`src/rtl/mux4_sched_pkg.sv`:
```
// mux4_sched_pkg: shared sizes, FSM states and one-hot helper for the round-robin mux scheduler
package mux4_sched_pkg;
  localparam int NUM_REQ = 4;
  localparam int SEL_W = 2;
  typedef enum logic {IDLE, GRANT} state_t;
  function automatic logic [NUM_REQ-1:0] onehot(input logic [SEL_W-1:0] i);
    return NUM_REQ'(1) << i;
  endfunction
endpackage

```
`src/rtl/mux_4x1.sv`:
```
// mux_4x1: combinational 4:1 bit mux selected by {s1,s0}
module mux_4x1 (
  input  logic i0,
  input  logic i1,
  input  logic i2,
  input  logic i3,
  input  logic s1,
  input  logic s0,
  output logic y
);
  always_comb
    case ({s1, s0})
      2'd0:    y = i0;
      2'd1:    y = i1;
      2'd2:    y = i2;
      default: y = i3;
    endcase
endmodule

```
`src/rtl/rr_pick.sv`:
```
// rr_pick: first requester found scanning upward from ptr, wrapping mod 4
module rr_pick
  import mux4_sched_pkg::*;
(
  input  logic [NUM_REQ-1:0] req,
  input  logic [SEL_W-1:0]   ptr,
  output logic               any,
  output logic [SEL_W-1:0]   idx
);
  always_comb begin
    any = |req;
    idx = ptr;
    for (int k = NUM_REQ - 1; k >= 0; k--)
      if (req[ptr + SEL_W'(k)]) idx = ptr + SEL_W'(k);
  end
endmodule

```
`src/rtl/mux4_rr_sched.sv`:
```
// mux4_rr_sched: round-robin burst scheduler driving a shared 4:1 mux into a valid/ready output register
module mux4_rr_sched
  import mux4_sched_pkg::*;
#(
  parameter int MAX_BURST = 4,
  parameter int CNT_W = 4
) (
  input  logic               clk,
  input  logic               reset,
  input  logic [NUM_REQ-1:0] req,
  input  logic [NUM_REQ-1:0] data_in,
  input  logic               out_ready,
  output logic [NUM_REQ-1:0] grant,
  output logic               s1,
  output logic               s0,
  output logic               y,
  output logic               out_valid,
  output logic               busy
);
  localparam logic [CNT_W-1:0] MAX_B = CNT_W'(MAX_BURST);
  state_t state, state_nxt;
  logic [NUM_REQ-1:0] grant_nxt;
  logic [SEL_W-1:0] sel, sel_nxt, ptr, ptr_nxt, idx;
  logic [CNT_W-1:0] cnt, cnt_nxt;
  logic y_nxt, ov_nxt, any, mux_y, ld, rel;
  assign ld = !out_valid || out_ready;
  assign {s1, s0} = sel;
  assign busy = state == GRANT;
  rr_pick u_pick (
    .req(req),
    .ptr(ptr),
    .any(any),
    .idx(idx)
  );
  mux_4x1 u_mux (
    .i0(data_in[0]),
    .i1(data_in[1]),
    .i2(data_in[2]),
    .i3(data_in[3]),
    .s1(s1),
    .s0(s0),
    .y (mux_y)
  );
  always_comb begin
    state_nxt = state;
    grant_nxt = grant;
    sel_nxt = sel;
    ptr_nxt = ptr;
    cnt_nxt = cnt;
    y_nxt = y;
    ov_nxt = out_valid;
    rel = 1'b0;
    if (state == IDLE) begin
      if (ld) ov_nxt = 1'b0;
      if (any) begin
        grant_nxt = onehot(idx);
        sel_nxt = idx;
        cnt_nxt = '0;
        state_nxt = GRANT;
      end
    end else if (!req[sel]) begin
      if (ld) ov_nxt = 1'b0;
      rel = 1'b1;
    end else if (ld) begin
      y_nxt = mux_y;
      ov_nxt = 1'b1;
      cnt_nxt = cnt + 1'b1;
      rel = cnt_nxt == MAX_B;
    end
    // selects stay on the last requester after release; only grant clears
    if (rel) begin
      grant_nxt = '0;
      ptr_nxt = sel + 1'b1;
      state_nxt = IDLE;
    end
  end
  always_ff @(posedge clk or negedge reset)
    if (!reset) begin
      state <= IDLE;
      grant <= '0;
      sel <= '0;
      ptr <= '0;
      cnt <= '0;
      y <= 1'b0;
      out_valid <= 1'b0;
    end else begin
      state <= state_nxt;
      grant <= grant_nxt;
      sel <= sel_nxt;
      ptr <= ptr_nxt;
      cnt <= cnt_nxt;
      y <= y_nxt;
      out_valid <= ov_nxt;
    end
endmodule

```
`config.mk`:
```
export PLATFORM = sky130hd
export DESIGN_NAME = mux4_rr_sched
export DESIGN_NICKNAME = d
export VERILOG_FILES = /design/src/rtl/mux4_sched_pkg.sv /design/src/rtl/mux_4x1.sv /design/src/rtl/rr_pick.sv /design/src/rtl/mux4_rr_sched.sv
export SDC_FILE = /design/constraint.sdc
export NUM_CORES = 1
export LEC_CHECK = 0
export CORE_AREA = 2 2 65 43
export DETAILED_ROUTE_END_ITERATION = 16
export DIE_AREA = 0 0 67 45
export SLEW_MARGIN = 15
export SYNTH_ARGS = -nofsm -noshare
export SYNTH_HDL_FRONTEND = slang
export SYNTH_SLANG_ARGS = --single-unit
```
`constraint.sdc`:
```
create_clock -name clk -period 2.15 [get_ports clk]
set_input_delay 0.43 -clock clk [delete_from_list [all_inputs] [get_ports clk]]
set_output_delay 0.43 -clock clk [all_outputs]
set_load 0.02 [all_outputs]
```
Word level (Yosys, flattened, before mapping):

Cells that the tools add are included.

* output and inout port bits: 9
* bits in registers: 15

* shift-type cells: 1
* eq/ne operators: 7
* reductions and logical operators: 10
* add/sub/neg operators: 5
* mux-type cells: 32
* bitwise gates (word level): 1
* order comparisons: 5

Operators with widths (count)
* $mux W4: 7
* $lt A2 B3 Y1 const B: 5
* $mux W1: 15
* $bmux W1 S2: 5
* $mux W2: 4
* $ne A2 B1 Y1 const B: 3
* $reduce_and A3 Y1: 2
* $add A2 B1 Y2 const B: 2
* $add A2 B2 Y2 const B: 2
* $add A4 B1 Y4 const B: 1
* $eq A4 B3 Y1 const B: 1
* $reduce_and A2 Y1: 2
* $reduce_bool A2 Y1: 2
* $reduce_or A4 Y1: 1
* $shl A1 B2 Y4 const A: 1
* $ne A3 B3 Y1 const B: 1
* $pmux W1 S3: 1
* $eq A2 B1 Y1 const B: 1
* $eq A2 B2 Y1 const B: 1
* $logic_not A2 Y1: 1
* $logic_not A1 Y1: 1
* $logic_or A1 B1 Y1: 1
* $not A1 Y1: 1

Depth between registers and ports, before layout:

Gate-level depths: netlist of the first run.

* depth after elaboration: 11
* gate-level depth with buffers: 6
* depth with buffers taken out: 6

Cells and area by module:

From an unflattened synthesis of the first run, not the netlist that was laid out.

* cell total of the unflattened synthesis: 76
* area total of the unflattened synthesis: 860.8 µm²

By module, submodules not included
* mux4_rr_sched: area each 738.2 µm², seq. area each 375.4 µm², cells an instance 59, instances 1
* rr_pick: area each 100.1 µm², seq. area each 0.0 µm², cells an instance 16, instances 1
* mux_4x1: area each 22.5 µm², seq. area each 0.0 µm², cells an instance 1, instances 1

Worst setup path after synthesis of the first run:

OpenSTA, ideal clock, no wires.

* kind: flip-flop to flip-flop
* start: register sel[0]
* end: register cnt[1]
* slack: 0.302 ns
* data required time: 2.029 ns
* path buffers: 0
* period minus slack after synthesis: 1.848 ns
* cell stages (with the launch flop): 5
* arrival: 1.727 ns
* setup time: 0.121 ns
* cells stage by stage: dfrtp_1 -> mux4_2 -> nand3_2 -> mux2_4 -> a22o_1

* cells in the longest elaborated chain, start to end: 4

RTL lines
* start: declaration: RTL line mux4_rr_sched.sv:23 `logic [SEL_W-1:0] sel, sel_nxt, ptr, ptr_nxt, idx;`
* start signal: assignment: RTL line mux4_rr_sched.sv:89 `sel <= sel_nxt;`
* $bmux W1 S2: RTL line mux4_rr_sched.sv:61 `end else if (!req[sel]) begin`
* $mux W1 (implied by the code): RTL line mux4_rr_sched.sv:61
* $ne A2 B1 Y1 (no line)
* $reduce_and A3 Y1 (no line)
* end signal: assignment: RTL line mux4_rr_sched.sv:91 `cnt <= cnt_nxt;`
* end: declaration: RTL line mux4_rr_sched.sv:24 `logic [CNT_W-1:0] cnt, cnt_nxt;`

No other way between the ends. The select of a mux whose other input is x is not followed.
A chain may end at the register's enable or synchronous reset.

Worst setup path in the final report of the first run:

* start: input port req[0]
* end: register cnt[1]

* cells in the longest elaborated chain, start to end: 4
* elaborated cells between the ends (all ways): 6
* classes of those cells: 1 x eq/ne; 2 x mux; 3 x reduce/logical

RTL lines
* start: declaration: RTL line mux4_rr_sched.sv:10 `input logic [NUM_REQ-1:0] req,`
* $bmux W1 S2: RTL line mux4_rr_sched.sv:61
* $mux W1 (implied by the code): RTL line mux4_rr_sched.sv:61
* $ne A2 B1 Y1 (no line)
* $reduce_and A3 Y1 (no line) (*)

Every way passes the cells marked *; elsewhere a longest branch is shown, timed or not. The select of a mux whose other input is x is not followed.

==> results of run 1 <==
-- final timing paths --
check                                        end  slack, ns               start
min in group asynchronous     cnt[2]$_DFFE_PN0P_       0.60               reset
setup reg to reg              cnt[1]$_DFFE_PN0P_       0.39  sel[0]$_DFFE_PN0P_
hold / removal                     y$_DFFE_PN0P_       0.48       y$_DFFE_PN0P_
hold reg to reg                    y$_DFFE_PN0P_       0.48       y$_DFFE_PN0P_
setup / recovery              cnt[1]$_DFFE_PN0P_       0.22              req[0]
max in group asynchronous  out_valid$_DFFE_PN0P_       1.12               reset
-- registers in the layout, indices dropped and copies added (netlist names) --
name and cells:
y 1, out_valid 1, busy 1, sel 2, grant 4, cnt 4, ptr 2
-- synthesized netlist by cell type (all sizes together) (2+ instances only) --
library cell	n	area, um2
dfrtp	15	375
inv	2	7.51
nand4	2	12.5
o22ai	2	12.5
nand2b	3	18.8
xor2	2	17.5
o32ai	2	17.5
mux2	3	45.0
o21ai	6	30.0
ha	5	62.6
buf	2	10.0
nor2b	5	31.3
nand3	3	20.0
nor2	5	18.8
nand2	9	33.8
-- final cells by class --
class	instances	area share [%]
sequential	15	31.7
clock inverter	1	0.423
clock buffer	3	3.49
tap	32	3.39
inverter	2	0.635
multi-input combinational	61	38.5
timing repair buffer	28	21.8
-- power by group through the flow --
stage	logic [W]	registers [W]	clock network, W
6_report	0.000815	0.000514	0.000225
4_1_cts	0.000825	0.000514	0.000236
3_5_place_dp	0.000819	0.000516	0
5_1_grt	0.000913	0.000534	0.000247
3_3_place_gp	0.000807	0.000512	0
2_1_floorplan	0.000443	0.000558	0
-- metrics by stage --
stage | hold slack, ns | power (W) | instances
after CTS | 0.482 | 0.00158 | 142
after global placement | 0.465 | 0.00132 | 138
final | 0.476 | 0.00155 | 142
after floorplan | 0.134 | 0.00100 | 80
after detailed placement | 0.468 | 0.00134 | 138
after global routing | 0.515 | 0.00169 | 142
-- routing by layer --
layer	routed length (um)	up-vias	part of all wire, %
met5	0	-	0
met2	851	22	43
met4	19	0	0.95
met1	971	352	49
li1	-	353	-
met3	150	4	7.5
-- kinds of logic after synthesis --
| family | Yosys count | share of synthesized area, % |
|---|---|---|
| adder cells (fa/ha/maj) | 5 | 7.37 |
| AO/OA/AOI/OAI | 19 | 17.6 |
| XOR/XNOR | 2 | 2.07 |
| AND/OR/NAND/NOR | 31 | 18.7 |
| buffers and inverters | 4 | 2.07 |
| multiplexers | 4 | 7.96 |
| flip-flops | 15 | 44.2 |
-- critical path, stage by stage --
cell and delay [ns]:
clkdlybuf4s50_1 0.48, mux4_2 0.55, nand3_2 0.13, mux2_4 0.30, a22o_1 0.18
==> metrics.md, run 1 <==
| Metric | Value |
|---|---|
| Max VDD drop | `0.595 mV` |
| Total of cells resized after clock tree synthesis | `0` |
| Hold-fix buffers at CTS | `0` |
| Die Area | `0.00302 mm2` |
| CTS H-tree lvls | `1` |
| Power per unit of standard cell area | `1310 mW/mm2` |
| Type of the setup path with the least slack | `in2reg` |
| Average cell area after synthesis | `10.6 um2` |
| Rows | `14` |
| Post-route ant nets | `0` |
| Cell area reported after detailed placement | `0.00114 mm2` |
| Clock latency reported for the late side of the worst-skew pair | `0.25 ns` |
| Vias in the first global route | `752` |
| Setup TNS | `0 ns` |
| Slew of the pin with the lowest slew margin | `0.675 ns` |
| Ratio of routed vias to standard cells | `between 5 and 6` |
| Leakage power summed over all cells | `0.524 nW` |
| Seq/Total Area, Yosys | `44.2%` |
| Kind of capture point of the worst setup path | `flop` |
| Data arrival time of the critical path | `2.06 ns` |
| Hold Path Cell Cnt | `2` |
| Sequential share of power | `33.1%` |
| Total wire length | `1.99 mm` |
| Diode count | `0` |
| Peak fanout along the critical path | `5` |
| Fraction of the cycle the final worst path needs | `89.6%` |
| TritonCTS clock tree | `built` |
| Internal cell power | `0.000946 W` |
| Switching share of power | `39.1%` |
| GR met2 Demand/Resource | `24.4%` |
| Violation count after the first detailed-route iteration | `20` |
| Logic depth of the worst register-to-register path | `4` |
| Commonest non-fill, non-tap cell in the layout | `clkdlybuf4s50_1` |
| Die width | `67 um` |
| Net Switching | `0.000608 W` |
| Area of the mapped netlist | `around 850 um2` |
| Fraction of layout instances using a drive strength above 1 | `19.1%` |
| Initial cell density of the core | `35.6%` |
| Flip-flop and latch count after synthesis | `15` |
| Count of input and output buffers | `19` |
| Hold/Removal Path Class | `reg2reg` |
| Overflow after GRT | `0` |
| Number of failing hold endpoints at the final stage | `0` |
| Area of the multi-input gates | `455 um2` |
| Outcome | `finished clean` |
| Slew Viols, Final | `0` |
| Maximum number of pins on one net before global-route repair | `16` |
| Number of different library cells in the post-synthesis netlist | `30` |
| Maximum buffer depth of the clock tree | `2` |
| Share of synthesized flip-flops with an asynchronous set or reset | `100%` |
| GR met3 Demand/Resource | `7.23%` |
| Total core area | `0.00238 mm2` |
| Total nets after synthesis | `96` |
| Number of standard cells after synthesis | `80` |
| Routed length per placed instance | `roughly 14 um` |
| Global Route Usage Sum | `15.7%` |
| Clock-pin slew on the worst setup and hold paths | `0.06 ns` |
| Highest attainable clock frequency | `0.519 GHz` |
| Portion of total power attributed to the clock network | `14.5%` |
| Initial antenna violation count | `0` |
| Worst relative slew slack | `54.9%` |
| Post-CTS Repair Setup Buffers | `0` |
| Top-Level Pins | `20` |
| 1st-pass router iterations | `4` |
| Layout Nets | `127` |
| Combinational cell fraction of total power | `roughly 53%` |
| Launching element type of the critical path | `input pin` |
| Clock root buffer | `clkbuf_8` |
| Commonest non-fill, non-tap cells in the layout | `19 x clkdlybuf4s50_1, 15 x dfrtp_1, 9 x nand2_1, 9 x buf_4, 6 x o21ai_0` |
| Final weighted congestion in routability-driven placement | `roughly 0.83` |
| Total number of vias | `731` |
| Detailed Place HPWL | `around 1.5 mm` |
| Wire length of the first global-routing pass | `3.40 mm` |
| Most used DFF post-synth | `dfrtp_1` |
| Number of buffers added by the clock tree synthesis step | `3` |
| Number of filler instances in the final layout | `approximately 230` |
| Setup repair after global routing missed its margin | `false` |
| Busiest grt layer | `met2` |
| Pre-CTS setup slack | `-0.0389 ns` |
| Worst Setup Slack, final | `0.223 ns` |
| CTS Sinks | `15` |
| Synthesis warning total | `0` |
| Post-route design area | `~0.0012 mm2` |
| Max Cap Viol | `0` |
| Utilization after layout | `49.6%` |
| Area overhead of the layout relative to synthesis | `39.4%` |
| Worst path required time | `2.28 ns` |
| Register area | `375 um2` |
| Tmin final | `1.93 ns` |
| Remaining design rule violation count | `0` |
| Number of synthesized flops with an enable pin | `0` |
| Final setup violating endpoints | `0` |
| Height of the die | `45 um` |
| Routing usage on met1 | `20.5%` |
| Fin Clk Skew | `between 0.004 and 0.005 ns` |
Power figures use the tool's default switching activity.
==> inputs of run 2 (changes only) <==
--- a/config.mk
+++ b/config.mk
@@ -7,6 +7,7 @@
 export LEC_CHECK = 0
-export CORE_AREA = 2 2 65 43
+export ABC_AREA = 1
+export CORE_AREA = 2 2 72 46
 export DETAILED_ROUTE_END_ITERATION = 16
-export DIE_AREA = 0 0 67 45
-export SLEW_MARGIN = 15
+export DIE_AREA = 0 0 74 48
+export SLEW_MARGIN = 20
 export SYNTH_ARGS = -nofsm -noshare
==> constraint.sdc (replaced) <==
create_clock -name clk -period 2.15 [get_ports clk]
set_input_delay 0.215 -clock clk [delete_from_list [all_inputs] [get_ports clk]]
set_output_delay 0.215 -clock clk [all_outputs]
set_load 0.02 [all_outputs]
==> run 2 against run 1 <==
  * Total power grew 27%
  * Non-clock buffer count decreased by 9
  * Via count is 21% higher
  * Die area increased by 18%
  * Maximum frequency up 16%
  * Synthesized cell count increased by 74%
  * Largest power group unchanged
==> metrics.md, run 2 <==
| Metric | Value |
|---|---|
| Outcome | `finished clean` |
| Wire length of the first global-routing pass | `3.72 mm (+9.4%)` |
| Die Area | `0.00355 mm2 (+18%)` |
| CTS Sinks | `15 (unchanged)` |
| Setup TNS | `0 ns (unchanged)` |
| Layout Nets | `177 (+39%)` |
| Maximum buffer depth of the clock tree | `2 (unchanged)` |
| Peak fanout along the critical path | `9 (+4)` |
| Type of the setup path with the least slack | `reg2out` |
| Area overhead of the layout relative to synthesis | `26.3%` |
| Final Instance Count excl. Fillers | `202 (+42%)` |
| Utilization after layout | `46.0% (-3.6 points)` |
| Seq/Total Area, Yosys | `36.4% (-7.9 points)` |
| Routing usage on met1 | `19.3% (-1.1 points)` |
| Area share of the leading cell type in the synthesized netlist | `36.4% (-7.9 points)` |
| Power Total | `0.00198 W (+27%)` |
| Diode count | `0 (unchanged)` |
| Top post-synthesis cells by count | `44 x nand2_1, 15 x dfrtp_1, 14 x inv_1, 11 x nand2_2, 10 x nand3_1` |
| Number of filler instances in the final layout | `280 (+23%)` |
| Max Cap Viol | `0 (unchanged)` |
| Worst relative slew slack | `55.1% (+0.25 points)` |
| Ratio of routed vias to standard cells | `4.40 (-15%)` |
| Commonest non-fill, non-tap cells in the layout | `44 x nand2_1, 19 x clkdlybuf4s50_1, 15 x dfrtp_1` |
| Pre-CTS setup slack | `0.441 ns (+0.480 ns)` |
| Power per unit of standard cell area | `1520 mW/mm2 (+15%)` |
| Hold/Removal Path Class | `in2async` |
| Clock-pin slew on the worst setup and hold paths | `0.06 ns (about the same)` |
| Number of synthesized flops with an enable pin | `0 (unchanged)` |
| Slew of the pin with the lowest slew margin | `0.671 ns (-0.00367 ns)` |
| Max VDD drop | `0.518 mV (-13%)` |
| Total wire length | `2.19 mm (+9.9%)` |
| Detailed Place HPWL | `1.73 mm (+14%)` |
| Tmin final | `1.66 ns (-0.263 ns)` |
| Area of the multi-input gates | `554 um2 (+22%)` |
| Count leader, synth | `nand2_1` |
| Biggest area contributors in the synthesized netlist | `dfrtp_1 36%, nand2_1 16%, nand2_2 6.7%, ha_1 6.1%, inv_1 5.1%` |
| Post-CTS Repair Setup Buffers | `0 (unchanged)` |
| GR met3 Demand/Resource | `6.11% (-1.1 points)` |
| Beginning of the worst register-to-register path | `ptr[0]$_DFFE_PN0P_` |
| Hold-fix buffers at CTS | `0 (unchanged)` |
| Worst path required time | `1.93 ns (-0.35 ns)` |
| Share of synthesized flip-flops with an asynchronous set or reset | `100% (unchanged)` |
| Post-route ant nets | `0 (unchanged)` |
| Commonest non-fill, non-tap cell in the layout | `nand2_1` |
| Total number of vias | `888 (+21%)` |
| Final setup violating endpoints | `0 (unchanged)` |
| Kind of capture point of the worst setup path | `output pin` |
| Largest registers | `cnt x4, grant x4` |
| Setup repair after global routing missed its margin | `false` |
| Overflow after GRT | `0 (unchanged)` |
| Rows | `15 (+1)` |
| Slew Viols, Final | `0 (unchanged)` |
| Area of the mapped netlist | `0.00103 mm2 (+22%)` |
| Clock root buffer | `clkbuf_8` |
| Max incr delay on CP | `0.67 ns (+0.12 ns)` |
| Flip-flop and latch count after synthesis | `15 (unchanged)` |
| Average cell area after synthesis | `7.43 um2 (-30%)` |
| Total nets after synthesis | `155 (+61%)` |
| Worst Setup Slack, final | `0.486 ns (+0.263 ns)` |
| Total of cells resized after clock tree synthesis | `0 (unchanged)` |
| Fraction of the cycle the final worst path needs | `77.4% (-12 points)` |
| Highest attainable clock frequency | `0.601 GHz (+16%)` |
| Register area | `375 um2 (unchanged)` |
| Height of the die | `48 um (+6.7%)` |
| Routed length per placed instance | `10.8 um (-23%)` |
| Total core area | `0.00283 mm2 (+19%)` |
| 1st-pass router iterations | `4 (unchanged)` |
| Initial antenna violation count | `0 (unchanged)` |
| Clock latency reported for the late side of the worst-skew pair | `0.25 ns (about the same)` |
| Most used DFF post-synth | `dfrtp_1` |
| Launching element type of the critical path | `flop` |
| Initial cell density of the core | `36.4% (+0.81 points)` |
| Number of cells after detailed placement | `198 (+43%)` |
| Number of failing hold endpoints at the final stage | `0 (unchanged)` |
| Violation count after the first detailed-route iteration | `54 (+170%)` |
| Vias in the first global route | `840 (+12%)` |
| CTS H-tree lvls | `1 (unchanged)` |
| TritonCTS clock tree | `built` |
| Total buffers and inverters traversed by the critical path | `1 (unchanged)` |
| Count of input and output buffers | `19 (unchanged)` |
| Leakage power summed over all cells | `0.663 nW (+26%)` |
| Worst path slowest cell | `clkdlybuf4s50_1` |
| CP Cell Sequence | `clkdlybuf4s50_1` |
| Die width | `74 um (+10%)` |
| Remaining design rule violation count | `0 (unchanged)` |
| Busiest grt layer | `met2` |
| Synthesis warning total | `0 (unchanged)` |
| GR met2 Demand/Resource | `22.0% (-2.4 points)` |
| Fin Clk Skew | `0.00504 ns (+0.000987 ns)` |
| Number of standard cells after synthesis | `139 (+74%)` |
| Fraction of layout instances using a drive strength above 1 | `18.8% (-0.34 points)` |
| Number of different library cells in the post-synthesis netlist | `22 (-27%)` |
| Global Route Usage Sum | `14.2% (-1.6 points)` |
| Maximum number of pins on one net before global-route repair | `16 (unchanged)` |
| Crit path max-delay family | `buffers and inverters` |
| Final weighted congestion in routability-driven placement | `0.860 (+3.5%)` |
| Number of buffers added by the clock tree synthesis step | `3 (unchanged)` |
| Data arrival time of the critical path | `1.45 ns (-0.61 ns)` |
| Beginning of the critical path | `busy$_DFF_PN0_` |
| Top-Level Pins | `20 (unchanged)` |
| Cell taking the most area after synthesis | `dfrtp_1` |
## run 2: per-stage QoR
stage | hold WS (ns) | instance area (um2)
2_1_floorplan | -0.0806 | 1030
3_3_place_gp | 0.469 | 1260
3_5_place_dp | 0.465 | 1260
4_1_cts | 0.396 | 1300
5_1_grt | 0.428 | 1300
6_report | 0.374 | 1300
## run 2: worst paths after layout
kind	slack, ns	end	depth (start not counted)
worst max-delay path	0.49	busy	1
worst min register to register	0.49	grant[0]$_DFFE_PN0P_	2
worst max register to register	0.55	sel[0]$_DFFE_PN0P_	11
max in group asynchronous	1.34	grant[2]$_DFFE_PN0P_	1
min in group clk	0.49	grant[0]$_DFFE_PN0P_	2
worst min-delay path	0.37	y$_DFFE_PN0P_	1
## run 2: logic make-up after synthesis
| family | Yosys count | share of synthesized area (%) |
|---|---|---|
| flops | 15 | 36.4 |
| xor+xnor | 1 | 0.849 |
| buf+inv | 23 | 9.94 |
| simple gates | 76 | 35.6 |
| fa+ha+maj | 5 | 6.06 |
| compound gates | 19 | 11.2 |
## run 2: layout make-up
| cell class | count | area share [%] |
|---|---|---|
| Clock buffer | 4 | 3.45 |
| Timing Repair Buffer | 19 | 14.6 |
| Tap cell | 42 | 4.03 |
| Inverter | 21 | 6.62 |
| Sequential cell | 15 | 28.8 |
| Multi-Input combinational cell | 101 | 42.5 |
## run 2: per-layer routing
layer | up-vias | wire [um]
met3 | 0 | 143
met1 | 385 | 1200
li1 | 485 | -
met5 | - | 0
met2 | 18 | 852
met4 | 0 | 0
## run 2: where the power goes
group | leakage, nW | internal (W) | switching [W] | total [W]
Clock | 0.0228 | 0.000131 | 0.0000933 | 0.000224
Sequential | 0.190 | 0.000393 | 0.000145 | 0.000538
Combinational | 0.450 | 0.000460 | 0.000757 | 0.00122
==> inputs of run 3 (changes only) <==
clock period = 1.4 ns   (was 2.15 ns; I/O delays follow)
==> run 3 against run 2 <==
  * Die area did not move
  * Highest routed layer is now met4
  * Critical endpoint is now grant[3]$_DFFE_PN0P_
  * Cell count rose by 8.4%
  * Total power rose by 94%
  * Critical path depth rose by 11
  * Non-clock buffer count rose by 17
  * First-iteration DRC count rose by 9.3%
  * Combinational power rose by 120%
  * Clock skew fell by 0.00057 ns
  * Worst setup slack got worse by 0.57 ns
  * The flow now finishes with violations (setup timing)
==> metrics.md, run 3 (synthesized netlist as in run 2, its figures left out) <==
| Metric | Value |
|---|---|
| Height of the die | `48 um (unchanged)` |
| Clock-pin slew on the worst setup and hold paths | `0.06 ns (about the same)` |
| Number of filler instances in the final layout | `267 (-4.6%)` |
| Diode count | `0 (unchanged)` |
| Violation count after the first detailed-route iteration | `59 (+9.3%)` |
| Logic depth of the worst register-to-register path | `12 (+1)` |
| Type of the setup path with the least slack | `reg2reg` |
| Total wire length | `2.84 mm (+30%)` |
| Die width | `74 um (unchanged)` |
| Layout Nets | `194 (+9.6%)` |
| Launching element type of the critical path | `flop` |
| Count of input and output buffers | `19 (unchanged)` |
| Wire length of the first global-routing pass | `4.17 mm (+12%)` |
| Final setup violating endpoints | `6 (+6)` |
| Ratio of routed vias to standard cells | `4.69 (+6.7%)` |
| Outcome | `complete, but fails checks` |
| Routed length per placed instance | `13.0 um (+20%)` |
| Number of failing hold endpoints at the final stage | `0 (unchanged)` |
| Leakage power summed over all cells | `0.804 nW (+21%)` |
| Initial antenna violation count | `0 (unchanged)` |
| TritonCTS clock tree | `built` |
| Net Switching | `0.00194 W (+95%)` |
| Portion of total power attributed to the clock network | `9.1% (-2.2 points)` |
| Commonest non-fill, non-tap cell in the layout | `nand2_1` |
| Rows | `15 (unchanged)` |
| Internal cell power | `0.00190 W (+94%)` |
| Slew Viols, Final | `0 (unchanged)` |
| Max VDD drop | `0.819 mV (+58%)` |
| Worst relative slew slack | `85.1% (+30 points)` |
| Maximum buffer depth of the clock tree | `2 (unchanged)` |
| Detailed Place HPWL | `1.92 mm (+11%)` |
| Area overhead of the layout relative to synthesis | `50.2%` |
| Initial cell density of the core | `36.4% (unchanged)` |
| Total core area | `0.00283 mm2 (unchanged)` |
| Combinational cell fraction of total power | `69.4% (+7.9 points)` |
| Global Route Usage Sum | `16.4% (+2.2 points)` |
| Top-Level Pins | `20 (unchanged)` |
| Failing checks | `setup timing` |
| Tmin final | `1.48 ns` |
| Total number of vias | `1027 (+16%)` |
| Highest attainable clock frequency | `roughly 0.67 GHz` |
| Hold/Removal Path Class | `in2async` |
| Clock root buffer | `clkbuf_8` |
| Worst Setup Slack, final | `-0.0848 ns (-0.571 ns)` |
| Power per unit of standard cell area | `2480 mW/mm2 (+63%)` |
| Minimum setup slack among reg-to-reg paths | `-0.08 ns (-0.63 ns)` |
| Switching share of power | `50.5% (+0.13 points)` |
| Final weighted congestion in routability-driven placement | `0.815 (-5.3%)` |
| CTS Sinks | `15 (unchanged)` |
| Post-route ant nets | `0 (unchanged)` |
| Overflow after GRT | `0 (unchanged)` |
| Die Area | `0.00355 mm2 (unchanged)` |
| Largest registers | `cnt x4, grant x4` |
| Fraction of the cycle the final worst path needs | `106%` |
| Max Cap Viol | `0 (unchanged)` |
| Fraction of layout instances using a drive strength above 1 | `37.9% (+19 points)` |
| Kind of capture point of the worst setup path | `flop` |
| Clock latency reported for the late side of the worst-skew pair | `0.25 ns (about the same)` |
| Remaining design rule violation count | `0 (unchanged)` |
| Fin Clk Skew | `0.00447 ns (-0.000570 ns)` |
| Commonest non-fill, non-tap cells in the layout | `33 x nand2_1, 17 x buf_4, 15 x nand2_2` |
| CTS H-tree lvls | `1 (unchanged)` |
| Hold-fix buffers at CTS | `0 (unchanged)` |
| Utilization after layout | `54.7% (+8.7 points)` |
| Setup repair after global routing missed its margin | `true` |
| Pre-CTS setup slack | `-0.202 ns (-0.643 ns)` |
| End of the worst register-to-register path | `grant[3]$_DFFE_PN0P_` |
| Beginning of the worst register-to-register path | `ptr[0]$_DFFE_PN0P_` |
| Sequential share of power | `21.4% (-5.8 points)` |
| Maximum number of pins on one net before global-route repair | `16 (unchanged)` |
| Worst path required time | `1.54 ns (-0.39 ns)` |
| Data arrival time of the critical path | `1.63 ns (+0.18 ns)` |
| Slew of the pin with the lowest slew margin | `0.224 ns (-0.447 ns)` |
| Number of buffers added by the clock tree synthesis step | `3 (unchanged)` |
| Vias in the first global route | `941 (+12%)` |
| 1st-pass router iterations | `4 (unchanged)` |
| Peak fanout along the critical path | `8 (-1)` |
[run 3: layout make-up]
class,instances,area (um2),area share (%)
clock buffer,3,41.3,2.66
timing repair buffer,36,319,20.6
clock inverter,1,5.00,0.323
tap,42,52.6,3.39
inverter,21,88.8,5.73
multi-input combinational,101,664,42.9
sequential,15,379,24.5
[run 3: worst max-delay path, cell delays in order (launching register included)]
cell and delay [ns]:
dfrtp_2 0.49, inv_8 0.13, nand2_4 0.06, nand2_4 0.08
nand2_2 0.07, nand2_1 0.07, nand2_1 0.06, nand2_2 0.10
nand2_2 0.07, nand2_4 0.08, nand2_4 0.06, nand3_1 0.07
nand2_1 0.05
[run 3: worst max-delay path by stage]
stage / start / end / depth (start not counted)
2_1_floorplan: sel[0]$_DFFE_PN0P_ / cnt[0]$_DFFE_PN0P_ / 9
3_3_place_gp: req[1] / cnt[0]$_DFFE_PN0P_ / 10
3_5_place_dp: req[1] / grant[2]$_DFFE_PN0P_ / 9
4_1_cts: ptr[0]$_DFFE_PN0P_ / sel[0]$_DFFE_PN0P_ / 12
5_1_grt: ptr[0]$_DFFE_PN0P_ / grant[1]$_DFFE_PN0P_ / 12
6_report: ptr[0]$_DFFE_PN0P_ / grant[3]$_DFFE_PN0P_ / 12
[run 3: timing repair]
item | 4_1_cts | 5_1_grt
setup endpoints to repair | 9 | 14
pin swaps | 1 | 11
gates resized for setup | 9 | 28
setup buffers | 3 | 0
cloned | 0 | 0
[run 3: stage by stage]
step,cell area [um2],setup TNS [ns],instances,power [W],hold WS (ns)
final,1550,-0.384,219,0.00384,0.199
after detailed placement,1360,-1.99,212,0.00296,0.470
after CTS,1440,-0.0424,219,0.00341,0.203
after global routing,1550,-1.17,219,0.00416,0.229
after floorplan,1030,0,139,0.00220,-0.156
after global placement,1360,-1.65,212,0.00291,0.471
[run 3: power by group through the flow]
stage / sequential (W) / clock [W] / combinational, W
after floorplan: 0.000850 / 0 / 0.00135
after global placement: 0.000796 / 0 / 0.00211
after detailed placement: 0.000797 / 0 / 0.00217
after CTS: 0.000797 / 0.000356 / 0.00226
after global routing: 0.000851 / 0.000372 / 0.00294
final: 0.000825 / 0.000351 / 0.00267
[run 3: metal layers]
layer / wire length [um] / part of all wire [%] / global-route usage (%) / vias up
met2: 1370 / 48 / 28.0 / 31
met4: 7 / 0.25 / 1.09 / 0
li1: - / - / - / 520
met5: 0 / 0 / 0 / -
met1: 1270 / 45 / 21.3 / 474
met3: 198 / 7.0 / 5.89 / 2
